**src/rtl/cond_execute_stage.sv**
```systemverilog
// Execute-stage pipeline register with condition evaluation and the architectural NZCV register.
// Write-type controls are gated by the condition result. Flags are written by the instruction leaving execute.
module cond_execute_stage (
    input  logic       clk,
    input  logic       reset_n,
    input  logic       StallE,
    input  logic       FlushE,
    input  logic       RegWriteD,
    input  logic       MemWriteD,
    input  logic       MemToRegD,
    input  logic       BranchD,
    input  logic       PCSrcD,
    input  logic       ALUSrcD,
    input  logic       PlusOneD,
    input  logic [3:0] ALUControlD,
    input  logic [1:0] FlagWD,
    input  logic [3:0] CondD,
    input  logic [3:0] ALUFlags,
    output logic       RegWriteE,
    output logic       MemWriteE,
    output logic       PCSrcE,
    output logic       BranchTakenE,
    output logic       MemToRegE,
    output logic       ALUSrcE,
    output logic       PlusOneE,
    output logic [3:0] ALUControlE,
    output logic       CondExE,
    output logic [3:0] FlagsQ
);

    typedef struct packed {
        logic       valid;
        logic       regwrite;
        logic       memwrite;
        logic       memtoreg;
        logic       branch;
        logic       pcsrc;
        logic       alusrc;
        logic       plusone;
        logic [3:0] aluctl;
        logic [1:0] flagw;
        logic [3:0] cond;
    } ex_reg_t;

    // Bubble: everything cleared, condition forced to AL so it is harmless if ever re-validated.
    localparam ex_reg_t BUBBLE = ex_reg_t'({14'b0, 4'b1110});

    ex_reg_t ex_q;
    ex_reg_t ex_d;
    logic    cond_ok;
    logic    wr_nz;
    logic    wr_cv;

    function automatic logic cond_pass(input logic [3:0] c, input logic [3:0] f);
        logic n, z, cf, v;
        {n, z, cf, v} = f;
        case (c)
            4'b0000: cond_pass = z;
            4'b0001: cond_pass = !z;
            4'b0010: cond_pass = cf;
            4'b0011: cond_pass = !cf;
            4'b0100: cond_pass = n;
            4'b0101: cond_pass = !n;
            4'b0110: cond_pass = v;
            4'b0111: cond_pass = !v;
            4'b1000: cond_pass = cf & !z;
            4'b1001: cond_pass = !cf | z;
            4'b1010: cond_pass = (n == v);
            4'b1011: cond_pass = (n != v);
            4'b1100: cond_pass = !z & (n == v);
            4'b1101: cond_pass = z | (n != v);
            default: cond_pass = 1'b1;
        endcase
    endfunction

    always_comb begin
        ex_d          = ex_q;
        ex_d.valid    = 1'b1;
        ex_d.regwrite = RegWriteD;
        ex_d.memwrite = MemWriteD;
        ex_d.memtoreg = MemToRegD;
        ex_d.branch   = BranchD;
        ex_d.pcsrc    = PCSrcD;
        ex_d.alusrc   = ALUSrcD;
        ex_d.plusone  = PlusOneD;
        ex_d.aluctl   = ALUControlD;
        ex_d.flagw    = FlagWD;
        ex_d.cond     = CondD;
    end

    always_ff @(posedge clk) begin
        if (!reset_n)
            ex_q <= BUBBLE;
        else if (FlushE)
            ex_q <= BUBBLE;
        else if (!StallE)
            ex_q <= ex_d;
    end

    // Condition sees only the registered flags; there is no ALUFlags bypass.
    assign cond_ok = cond_pass(ex_q.cond, FlagsQ);
    assign CondExE = ex_q.valid & cond_ok;

    // A flush does not cancel the departing instruction's flag write; a stall does.
    assign wr_nz = !StallE & CondExE & ex_q.flagw[1];
    assign wr_cv = !StallE & CondExE & ex_q.flagw[0];

    always_ff @(posedge clk) begin
        if (!reset_n) begin
            FlagsQ <= 4'b0000;
        end else begin
            if (wr_nz) FlagsQ[3:2] <= ALUFlags[3:2];
            if (wr_cv) FlagsQ[1:0] <= ALUFlags[1:0];
        end
    end

    assign RegWriteE    = ex_q.regwrite & CondExE;
    assign MemWriteE    = ex_q.memwrite & CondExE;
    assign PCSrcE       = ex_q.pcsrc & CondExE;
    assign BranchTakenE = ex_q.branch & CondExE;
    assign MemToRegE    = ex_q.memtoreg;
    assign ALUSrcE      = ex_q.alusrc;
    assign PlusOneE     = ex_q.plusone;
    assign ALUControlE  = ex_q.aluctl;

endmodule

```
**config.mk**
```make
export PLATFORM = sky130hd
export DESIGN_NAME = cond_execute_stage
export DESIGN_NICKNAME = d
export VERILOG_FILES = /design/src/rtl/cond_execute_stage.sv
export SDC_FILE = /design/constraint.sdc
export NUM_CORES = 1
export LEC_CHECK = 0
export ABC_AREA = 1
export CAP_MARGIN = 20
export CORE_MARGIN = 2
export CORE_UTILIZATION = 45
export DETAILED_ROUTE_END_ITERATION = 6
export PLACE_DENSITY = 0.82
export SYNTH_ARGS = -nofsm -noshare
export SYNTH_HDL_FRONTEND = slang
export SYNTH_SLANG_ARGS = --single-unit
```
**constraint.sdc**
```tcl
create_clock -name clk -period 2.3 [get_ports clk]
set_input_delay 0.46 -clock clk [delete_from_list [all_inputs] [get_ports clk]]
set_output_delay 0.46 -clock clk [all_outputs]
set_load 0.02 [all_outputs]
```
==> results of run 1 <==
==> synth_stat cells (all sizes together) <==
cell    instances
o211ai          3
clkbuf          3
nand4           2
inv            14
dfxtp          22
a21oi          17
nand3           8
clkinv          3
buf             4
nor2           24
nand2          48
o21ai           6
==> layout make-up <==
type                       count  area share (%)
clock buffer                   3            1.53
multi-input combinational    108            34.1
timing repair buffer          43            27.0
inverter                      17            4.33
tap                           28            2.37
sequential                    22            30.7
==> logic make-up (layout without fill, tap and decap cells) <==
logic type,count (synthesis),in the layout,share of synthesized area (%)
compound gates,26,26,13.2
simple gates,82,82,34.5
buf+inv,24,63,10.1
flops,22,22,42.2
==> tightest hold or removal path, stage by stage, from the launching register on <==
cell and delay [ns]:
dfxtp_1 0.32, inv_1 0.06, a21oi_1 0.06
==> power by group through the flow <==
| stage | registers, mW | clock network (mW) | logic, mW |
|---|---|---|---|
| finish | 0.402 | 0.173 | 0.121 |
| global route | 0.405 | 0.197 | 0.133 |
| CTS | 0.403 | 0.176 | 0.120 |
| detailed placement | 0.411 | 0 | 0.121 |
| global placement | 0.411 | 0 | 0.118 |
| floorplan | 0.412 | 0 | 0.0551 |
==> metal layers <==
metal	part of all wire, %	GRT usage [%]	vias to the layer above
met3	8.6	4.31	4
met4	1.9	11.5	0
met5	0	0	-
met1	38	22.7	496
li1	-	-	560
met2	52	35.9	46
==> worst paths after layout <==
path	from	endpoint	slack, ns
max	ex_q[3]	RegWriteE	0.23
min	ex_q[16]	ex_q[16]	0.47
max reg2reg	ex_q[3]	FlagsQ[3]	0.91
min reg2reg	ex_q[16]	ex_q[16]	0.47
==> through the flow <==
step                worst slack, ns  utilization, %  cell area [µm²]
floorplan                     0.478               -             1040
global placement             0.0266            66.0             1460
detailed placement           0.0218            66.0             1460
CTS                         0.00377            67.1             1490
global route                 0.0747            66.7             1480
finish                        0.225            66.7             1480
==> what timing repair did <==
item	CTS	global route
resized for setup	12	14
endpoints found under the setup margin	5	5
setup buffers	0	0
==> flip-flops by register name (all words and copies together) (netlist names) <==
signal and count:
ALUSrcE 1, FlagsQ 4, ex_q 11, MemToRegE 1
ALUControlE 4, PlusOneE 1
==> run summary, run 1 <==
Clk buf depth: 2
Crit-path max cell delay: 0.40 ns
Final cell count without fillers: 221
Max stage delay cell, worst path: dfxtp_4
Die area: 2720 µm²
Worst Setup End Kind: primary output
Clock Tree Root: clkbuf_4
Fin. Hold Viols: 0
Global placement routability congestion: 0.860
Drt drc: 0
Multi-input gate area: 503 µm²
Mapped Nets: 179
Die Span X: 52.2 µm
Total track usage: 20.5%
Initial Util: 47.2%
CP arrival: 1.61 ns
Worst hold-check path type: reg -> reg
Top cells by area, synth: dfxtp_1, nand2_1, a21oi_1
Most common cell on crit path: nand2_2
Final min period: 2.07 ns
Nets: 220
Hold path cells: 2
CP Launch Type: flop
Hpwl dp: 1930 µm
Syn-to-layout area delta: 41.4%
# IOs: 41
Clock Latency Late Sink: 0.30 ns
Starting DRT DRC Count: 25
Bufs and invs on worst path: 2
Comb pwr share: 17.4%
Outcome: finished, final reports clean
Post-synthesis register bit count: 22
Total global routing overflow: 0
Wire per inst: 11.5 µm
H-tree levels: 1
Tot Pwr: 0.697 mW
Slew Viols, Final: 0
Critical path depth: 9
Post-synth top area share: 42.2%
Largest net degree at the start of global routing: 20
CTS Buf Count: 3
Ratio of cells with drive above 1 in the final layout: 17.6%
R2R depth: 11
First-pass GRT wire length: 4060 µm
Syn Std Cell Area: 1040 µm²
Placed Instances: 218
Critical path type: reg -> out
Port buffer count: 40
Fin crit share: 90.2%
Peak supply drop: 332 µV
Die Ht: 52.2 µm
Net Sw Power: 0.178 mW
CTS tree: yes
First-pass detailed-route iteration total: 5
Worst rel slew slack: 81.1%
Count of final setup violators: 0
Register area: 453 µm²
Critical path's top delay family: simple AND/OR/NAND/NOR gates
Initial antenna violation count: 0
Most common cell after layout, fill and taps aside: nand2_1
CP Cell Sequence: nand2_1 -> clkinv_1 -> nand3_2 -> a21oi_1 -> nor2_2 -> nand2_2 -> nand2_2 -> nor2_1 -> clkbuf_2
Leading area contributor after synthesis: dfxtp_1
DR vias/cell: 5.00
RSZ-0062 raised after global routing: no
Internal power: 0.518 mW
Reported leakage power: 0.659 nW
Final ANT Viol Nets: 0
Vias in the first global route: 987
Synth warn: 0
Core area: 2210 µm²
Cts hold-fix bufs: 0
Syn Inst Count: 154
Total of max-cap violations: 0
Yosys cell types: 17
Filler cell count: 207
Commonest non-fill, non-tap cells in the layout: nand2_1, clkdlybuf4s50_1, a21oi_1
PwrDens: 472 nW/µm²
Clk pwr share: 24.9%
Antenna diodes: 0
Row count: 17
Avg Inst Size Synth: 6.78 µm²
Clock sink count: 22
Max FO, Critical Path: 6
Worst EP required: 1.84 ns
Setup TNS: 0 ns
Post-synthesis sequential area ratio: 42.2%
F_max: 482 MHz
Layout Skew: 0.00104 ns
Worst slew pin tran: 0.281 ns
Worst hold slack: 0.465 ns
Total Wirelength: 2550 µm
DR vias: 1106
Clk pin slew, worst setup/hold paths: 0.11 ns
Seq pwr share: 57.8%
Sw Ratio: 25.6%
No activity file was read; power rests on OpenSTA's default activity.
==> inputs of run 2 (changes only) <==
- SKIP_LAST_GASP: unset -> 1
==> results of run 2 <==
Final layout, timing and power as in run 1 (identical DEF).
